`config.mk`:
```
export PLATFORM = sky130hd
export DESIGN_NAME = axis_pkt_hash_mon
export DESIGN_NICKNAME = d
export VERILOG_FILES = /design/src/rtl/axis_pkt_hash_mon_pkg.sv /design/src/rtl/axis_pkt_hash_mon_res_fifo.sv /design/src/rtl/axis_pkt_hash_mon.sv
export SDC_FILE = /design/constraint.sdc
export NUM_CORES = 2
export LEC_CHECK = 0
export ABC_AREA = 0
export BUFFER_PORTS_ARGS = -buffer_cell sky130_fd_sc_hd__buf_2
export CAP_MARGIN = 15
export CORE_ASPECT_RATIO = 1.75
export CORE_MARGIN = 2
export CORE_UTILIZATION = 49
export CTS_BUF_LIST = sky130_fd_sc_hd__clkbuf_8
export CTS_CLUSTER_SIZE = 20
export DETAILED_ROUTE_END_ITERATION = 6
export PLACE_DENSITY = 0.65
export SYNTH_ARGS = -nofsm -noshare
export SYNTH_HDL_FRONTEND = slang
export SYNTH_SLANG_ARGS = --single-unit
```
`constraint.sdc`:
```
create_clock -name aclk -period 38.3 [get_ports aclk]
set_clock_uncertainty 0.2 [all_clocks]
set_input_delay 5.745 -clock aclk [delete_from_list [all_inputs] [get_ports aclk]]
set_output_delay 5.745 -clock aclk [all_outputs]
set_load 0.02 [all_outputs]
```
`src/rtl/axis_pkt_hash_mon_pkg.sv`:
```
// Shared constants, the result record layout and lane helpers for the
// AXI-Stream packet hash monitor.
package axis_pkt_hash_mon_pkg;

   localparam logic [31:0] FNV_INIT_DEF  = 32'h811C9DC5;
   localparam logic [31:0] FNV_PRIME_DEF = 32'h01000193;
   localparam int          RES_W         = 48;

   typedef struct packed {
      logic [31:0] hash;
      logic [15:0] len;
   } res_t;

   function automatic logic [3:0] keep_popcount(input logic [7:0] keep);
      logic [3:0] n;
      n = '0;
      for (int i = 0; i < 8; i++) begin
         n = n + {3'b000, keep[i]};
      end
      return n;
   endfunction

endpackage

```
`src/rtl/axis_pkt_hash_mon_res_fifo.sv`:
```
// Synchronous result FIFO; a pop in the same cycle frees room for a push,
// and a push that cannot be stored is flagged so the caller can count it.
module hash_res_fifo #(
   parameter int WIDTH = 48,
   parameter int DEPTH = 8
) (
   input  logic             clk,
   input  logic             rst_n,
   input  logic             push,
   input  logic [WIDTH-1:0] push_data,
   output logic             dropped,
   input  logic             pop,
   output logic [WIDTH-1:0] rd_data,
   output logic             valid
);

   localparam int AW = (DEPTH > 1) ? $clog2(DEPTH) : 1;

   logic [WIDTH-1:0] mem [DEPTH];
   logic [AW-1:0]    wr_q, wr_d;
   logic [AW-1:0]    rd_q, rd_d;
   logic [AW:0]      cnt_q, cnt_d;
   logic             pop_ok;
   logic             push_ok;
   logic             full;

   always_comb begin
      full    = (cnt_q == (AW+1)'(DEPTH));
      pop_ok  = pop && (cnt_q != '0);
      push_ok = push && (!full || pop_ok);
      dropped = push && !push_ok;
      valid   = (cnt_q != '0);
      rd_data = mem[rd_q];
      wr_d    = wr_q + AW'(push_ok);
      rd_d    = rd_q + AW'(pop_ok);
      cnt_d   = cnt_q;
      if (push_ok && !pop_ok) begin
         cnt_d = cnt_q + 1'b1;
      end else if (!push_ok && pop_ok) begin
         cnt_d = cnt_q - 1'b1;
      end
   end

   always_ff @(posedge clk or negedge rst_n) begin
      if (!rst_n) begin
         wr_q  <= '0;
         rd_q  <= '0;
         cnt_q <= '0;
      end else begin
         wr_q  <= wr_d;
         rd_q  <= rd_d;
         cnt_q <= cnt_d;
      end
   end

   always_ff @(posedge clk) begin
      if (push_ok) begin
         mem[wr_q] <= push_data;
      end
   end

endmodule

```
`src/rtl/axis_pkt_hash_mon.sv`:
```
// AXI-Stream pass-through skid slice with per-packet FNV hashing,
// length measurement, a result FIFO and traffic counters.
module axis_pkt_hash_mon
   import axis_pkt_hash_mon_pkg::*;
#(
   parameter int          DATA_W     = 32,
   parameter int          RES_DEPTH  = 8,
   parameter logic [31:0] HASH_INIT  = FNV_INIT_DEF,
   parameter logic [31:0] HASH_PRIME = FNV_PRIME_DEF
) (
   input  logic                aclk,
   input  logic                aresetn,
   input  logic [DATA_W-1:0]   s_axis_tdata,
   input  logic [DATA_W/8-1:0] s_axis_tkeep,
   input  logic                s_axis_tvalid,
   input  logic                s_axis_tlast,
   output logic                s_axis_tready,
   output logic [DATA_W-1:0]   m_axis_tdata,
   output logic [DATA_W/8-1:0] m_axis_tkeep,
   output logic                m_axis_tvalid,
   output logic                m_axis_tlast,
   input  logic                m_axis_tready,
   input  logic                hash_mode,
   input  logic                clear,
   output logic [31:0]         res_hash,
   output logic [15:0]         res_len,
   output logic                res_valid,
   input  logic                res_ready,
   output logic [31:0]         word_count,
   output logic [31:0]         pkt_count,
   output logic [31:0]         drop_count
);

   localparam int KW = DATA_W / 8;
   localparam int NW = DATA_W / 32;
   localparam int BW = DATA_W + KW + 1;

   logic [BW-1:0] out_q, out_d, skd_q, skd_d, in_beat;
   logic          out_vld_q, out_vld_d;
   logic          skd_vld_q, skd_vld_d;
   logic          rdy_q, rdy_d;
   logic          acc, m_pop;

   logic          in_pkt_q, in_pkt_d;
   logic          mode_q, mode_d, mode_eff;
   logic [31:0]   hash_q, hash_d, h;
   logic [15:0]   len_q, len_d, len_sat;
   logic [16:0]   len_sum;
   logic [7:0]    keep8;

   logic [31:0]   wc_q, wc_d, pc_q, pc_d, dc_q, dc_d;
   logic          push, dropped, res_pop;
   res_t          push_res, rd_res;

   assign in_beat = {s_axis_tlast, s_axis_tkeep, s_axis_tdata};
   assign acc     = s_axis_tvalid && rdy_q;
   assign m_pop   = out_vld_q && m_axis_tready;

   // Second register only fills while the output is stalled.
   always_comb begin
      out_d     = out_q;
      out_vld_d = out_vld_q;
      skd_d     = skd_q;
      skd_vld_d = skd_vld_q;
      if (skd_vld_q) begin
         if (m_pop) begin
            out_d     = skd_q;
            skd_vld_d = 1'b0;
         end
      end else begin
         if (m_pop) begin
            out_vld_d = 1'b0;
         end
         if (acc) begin
            if (!out_vld_q || m_pop) begin
               out_d     = in_beat;
               out_vld_d = 1'b1;
            end else begin
               skd_d     = in_beat;
               skd_vld_d = 1'b1;
            end
         end
      end
      rdy_d = !skd_vld_d;
   end

   always_comb begin
      keep8             = '0;
      keep8[KW-1:0]     = s_axis_tkeep;
      mode_eff          = in_pkt_q ? mode_q : hash_mode;
      len_sum           = {1'b0, len_q} + 17'(keep_popcount(keep8));
      len_sat           = len_sum[16] ? 16'hFFFF : len_sum[15:0];
      h                 = hash_q;
      if (mode_eff) begin
         for (int i = 0; i < KW; i++) begin
            if (s_axis_tkeep[i]) begin
               h = (h ^ {24'h0, s_axis_tdata[8*i +: 8]}) * HASH_PRIME;
            end
         end
      end else begin
         for (int j = 0; j < NW; j++) begin
            h = (h ^ s_axis_tdata[32*j +: 32]) * HASH_PRIME;
         end
      end
      in_pkt_d      = in_pkt_q;
      mode_d        = mode_q;
      hash_d        = hash_q;
      len_d         = len_q;
      push          = 1'b0;
      push_res.hash = h;
      push_res.len  = len_sat;
      if (acc) begin
         if (s_axis_tlast) begin
            in_pkt_d = 1'b0;
            hash_d   = HASH_INIT;
            len_d    = '0;
            push     = 1'b1;
         end else begin
            in_pkt_d = 1'b1;
            mode_d   = mode_eff;
            hash_d   = h;
            len_d    = len_sat;
         end
      end
   end

   // Clear has priority over any increment in the same cycle.
   always_comb begin
      wc_d = wc_q + 32'(acc);
      pc_d = pc_q + 32'(acc && s_axis_tlast);
      dc_d = dc_q;
      if (dropped && dc_q != 32'hFFFF_FFFF) begin
         dc_d = dc_q + 1'b1;
      end
      if (clear) begin
         wc_d = '0;
         pc_d = '0;
         dc_d = '0;
      end
   end

   always_ff @(posedge aclk or negedge aresetn) begin
      if (!aresetn) begin
         out_q     <= '0;
         out_vld_q <= 1'b0;
         skd_q     <= '0;
         skd_vld_q <= 1'b0;
         rdy_q     <= 1'b0;
         in_pkt_q  <= 1'b0;
         mode_q    <= 1'b0;
         hash_q    <= HASH_INIT;
         len_q     <= '0;
         wc_q      <= '0;
         pc_q      <= '0;
         dc_q      <= '0;
      end else begin
         out_q     <= out_d;
         out_vld_q <= out_vld_d;
         skd_q     <= skd_d;
         skd_vld_q <= skd_vld_d;
         rdy_q     <= rdy_d;
         in_pkt_q  <= in_pkt_d;
         mode_q    <= mode_d;
         hash_q    <= hash_d;
         len_q     <= len_d;
         wc_q      <= wc_d;
         pc_q      <= pc_d;
         dc_q      <= dc_d;
      end
   end

   assign res_pop = res_valid && res_ready;

   hash_res_fifo #(
      .WIDTH (RES_W),
      .DEPTH (RES_DEPTH)
   ) u_res_fifo (
      .clk       (aclk),
      .rst_n     (aresetn),
      .push      (push),
      .push_data (push_res),
      .dropped   (dropped),
      .pop       (res_pop),
      .rd_data   (rd_res),
      .valid     (res_valid)
   );

   assign s_axis_tready = rdy_q;
   assign m_axis_tvalid = out_vld_q;
   assign m_axis_tdata  = out_q[DATA_W-1:0];
   assign m_axis_tkeep  = out_q[DATA_W +: KW];
   assign m_axis_tlast  = out_q[BW-1];
   assign res_hash      = rd_res.hash;
   assign res_len       = rd_res.len;
   assign word_count    = wc_q;
   assign pkt_count     = pc_q;
   assign drop_count    = dc_q;

endmodule
```
==> impl_summary.txt <==
----------------------------------------------------
[Placement]
  Hpwl dp ... between 100 and 150 mm
  PortBufs ... 227
  RePlAce Congestion ... 0.959

[STA]
  Max Fclk ... 38.7 MHz
  Final Slew Violations ... 0
  Setup TNS after final layout ... 0 ns
  Fin. Hold Viols ... 0
  Setup repair after global routing missed its margin ... false
  Share of the clock period used by the worst path ... between 60% and 70%
  Min Clock Period, post-route ... 25.81 ns
  Final setup fails ... 0
  Worst slack on hold paths ... about 0.28 ns
  Worst-Margin Slew ... around 1.2 ns
  Normalized max-slew margin ... between 10% and 20%

[Clocking]
  Number of buffers between clock root and the deepest sink ... 3
  Clock sink total ... 617
  Post-cts sizing count ... 0
  Clock root buffer ... clkbuf_8
  Post-cts hold buffer count ... 0
  Skew-Pair Late Insertion Delay ... 0.79 ns
  Number of CTS-inserted buffers ... 92
  TritonCTS clock tree ... built
  Depth of the CTS H-tree ... 3
  Postcts setup bufs ... 0
  Clock slew at the register clock pins of the worst setup and hold paths ... 0.07 ns

[Final layout]
  Number of fill cells ... roughly 9,600
  Final core utilization ... 54.1%
  Leading cell type in the layout, fill and taps excluded ... inv_1
  Commonest cells after routing, fill and taps aside ... 946 x inv_1, 902 x ha_1, 384 x edfxtp_1
  Layout net count ... around 6,500
  Fraction of layout instances using a drive strength above 1 ... 13.6%
  Area growth from synthesis to final layout ... 9.48%

[GRT]
  All-Layer GR Usage ... a little over a quarter
  First-pass GRT wire length ... roughly 230 mm
  Maximum number of pins on one net before global-route repair ... approximately 140
  Grt total ovfl ... 0
  Initial antenna violation count ... 7
  Vias in the first global route ... around 40,000

[Status]
  Status ... finished, violations left
  Failing checks ... design-rule violations

[Setup path]
  Slowest stage cell, crit path ... mux2i_1
  Slowest stage delay, CP ... 0.72 ns
  Crit-path max FO ... 8
  Critical R2R Launch ... hash_q[0]
  Register-to-register setup slack ... between 15 and 20 ns
  Sort of element at the end of the critical path ... register
  Critical Path Start Type ... input pin
  Count of cells along the worst register-to-register path ... 75
  Data required time of the worst path ... around 39 ns
  Worst path bufs/invs ... 14
  Reg-to-reg endpoint ... u_res_fifo.mem[4][47]
  Largest delay contributor family on the critical path ... adder cells
  Type of the setup path with the least slack ... in2reg
  Cell occurring most often along the worst timing path ... ha_1
  Worst Path Arrival ... about 26 ns

[Worst hold path]
  Hold_sp ... out_q[32]
  Number of cells traversed by the worst hold path ... 2
  Hold Path Class ... reg2reg
  Endpoint with the worst hold slack ... out_q[32]

[Routing]
  Wire length per cell after detailed routing ... 22.1 µm
  Drt pass-1 iters ... 7
  Vias per Instance ... approximately 5.5
  Number of nets with antenna violations after routing ... 0
  Vias post-DR ... between 30,000 and 40,000
  Number of design-rule violations left by the first detailed-router iteration ... 1,791
  Post-Route WL ... between 100 and 150 mm
  Number of remaining DRC errors ... 3

[Synthesis]
  Synthesized-area fraction occupied by adder cells ... between 30% and 40%
  Avg Inst Size Synth ... 11.2 µm²
  Post-Synth Simple-Gate Area ... around 6.3%
  Yosys cell types ... 91
  Flip-flop cell with the highest count after synthesis ... edfxtp_1
  Number of enable flip-flop cells after synthesis ... around 380
  Count of synthesis-stage warnings from yosys ... 0
  Number of register bits inferred by synthesis ... a little over 600
  Post-synthesis cell area ... roughly 0.054 mm²
  Share of flip-flops with an asynchronous set or reset ... between 30% and 40%
  Compound-cell area share of the yosys netlist ... 7.35%
  Seq/Total Area, Yosys ... 31.9%
  Mux share of post-synthesis cell area ... roughly 7.7%
  Syn Inst Count ... 4,860
  Main combinational cell family by area after synthesis ... adder cells
  Xor/xnor share of the synthesized area ... under 10%
  Total nets after synthesis ... between 6,000 and 7,000

[Floorplan]
  Effective utilization at floorplan ... just under 50%
  Die X-Extent ... about 260 µm
  Die area ... between 0.1 and 0.15 mm²
  Top-level I/O count ... 228
  Site Rows ... 161
  Floorplan die height ... approximately 440 µm
  Core area ... roughly 0.11 mm²

[Flow run]
  Number of maximum-capacitance violations ... 0

----------------------------------------------------
[worst reg2reg max path: cells and delay by family, from the launching register on]
family | cells | cell delay (ns)
XOR/XNOR | 4 | 0.82
buffers and inverters | 13 | 1.45
AO/OA/AOI/OAI | 18 | 4.30
multiplexers | 2 | 0.92
adder cells (fa/ha/maj) | 28 | 10.30
flip-flops | 1 | 0.58
AND/OR/NAND/NOR | 10 | 2.23
[flip-flops by register name (all words and copies together), names as in the netlist]
name and flops:
u_res_fifo.rd_q 3, u_res_fifo.wr_q 3, skd_vld_q 1, pkt_count 32, drop_count 32, word_count 32
u_res_fifo.mem 384, u_res_fifo.cnt_q 4, mode_q 1, len_q 16, out_q 37, hash_q 32
m_axis_tvalid 1, in_pkt_q 1, s_axis_tready 1, skd_q 37
[layer usage]
| metal | up-vias | wire length, µm | global-route usage (%) |
|---|---|---|---|
| met4 | 2 | 11200 | 17.5 |
| met3 | 416 | 6390 | 3.69 |
| met2 | 991 | 76600 | 48.9 |
| met1 | 18581 | 53900 | 28.1 |
| met5 | - | 10 | 0 |
| li1 | 17132 | - | - |
[worst max-delay path by stage]
stage	start	to	depth (start not counted)
5_1_grt	s_axis_tdata[0]	u_res_fifo.mem[4][47]	75
3_3_place_gp	s_axis_tdata[0]	u_res_fifo.mem[0][47]	77
2_1_floorplan	s_axis_tdata[7]	u_res_fifo.mem[0][47]	70
6_report	s_axis_tdata[0]	u_res_fifo.mem[4][47]	76
4_1_cts	s_axis_tdata[0]	u_res_fifo.mem[4][47]	76
3_5_place_dp	s_axis_tdata[0]	u_res_fifo.mem[1][47]	77
[per-stage QoR]
| stage | instances | setup slack, ns | cell area (µm²) |
|---|---|---|---|
| floorplan | 4860 | 15.44 | 54400 |
| global placement | 6510 | 12.30 | 57600 |
| detailed placement | 6510 | 12.06 | 57600 |
| CTS | 6684 | 12.80 | 59600 |
| global route | 6690 | 11.70 | 59600 |
| finish | 6690 | 12.49 | 59600 |
[synthesized netlist by cell type (20+ instances only)]
library cell,count,area [µm²]
mux4_2,96,2160
mux2_2,121,1360
nand2_1,199,747
xnor2_1,161,1410
nand2b_1,27,169
o21a_1,38,285
a21oi_1,169,846
or3_1,22,138
o21bai_1,22,165
a22o_1,34,298
edfxtp_1,384,11500
clkbuf_1,87,327
mux2i_1,63,631
nand3_1,66,330
nor2_1,228,856
xor2_1,161,1410
nand4_1,22,138
o21ai_0,141,706
fa_1,369,7390
a21o_1,57,428
nor3_1,28,140
inv_1,921,3460
ha_1,902,11300
nor2b_1,23,144
dfrtp_1,219,5480
a211oi_1,20,150
and3_1,33,206
[kinds of logic after synthesis]
family	count (synthesis)
adder cells (fa/ha/maj)	1271
buffers and inverters	1032
AND/OR/NAND/NOR	719
flip-flops	617
AO/OA/AOI/OAI	614
XOR/XNOR	326
multiplexers	281
[final cells by class]
class	instances	area (µm²)	area share, %
clock inverter	75	604	1.01
tap	1467	1840	3.08
clock buffer	99	1360	2.29
sequential	617	17400	29.2
inverter	924	3470	5.82
multi-input combinational	3211	33300	55.8
timing repair buffer	296	1670	2.80
antenna	1	2.50	0.00420
Power is left out: the tool's default activity adds up to more than one toggle a clock period on the data nets, which glitch-free logic cannot reach.
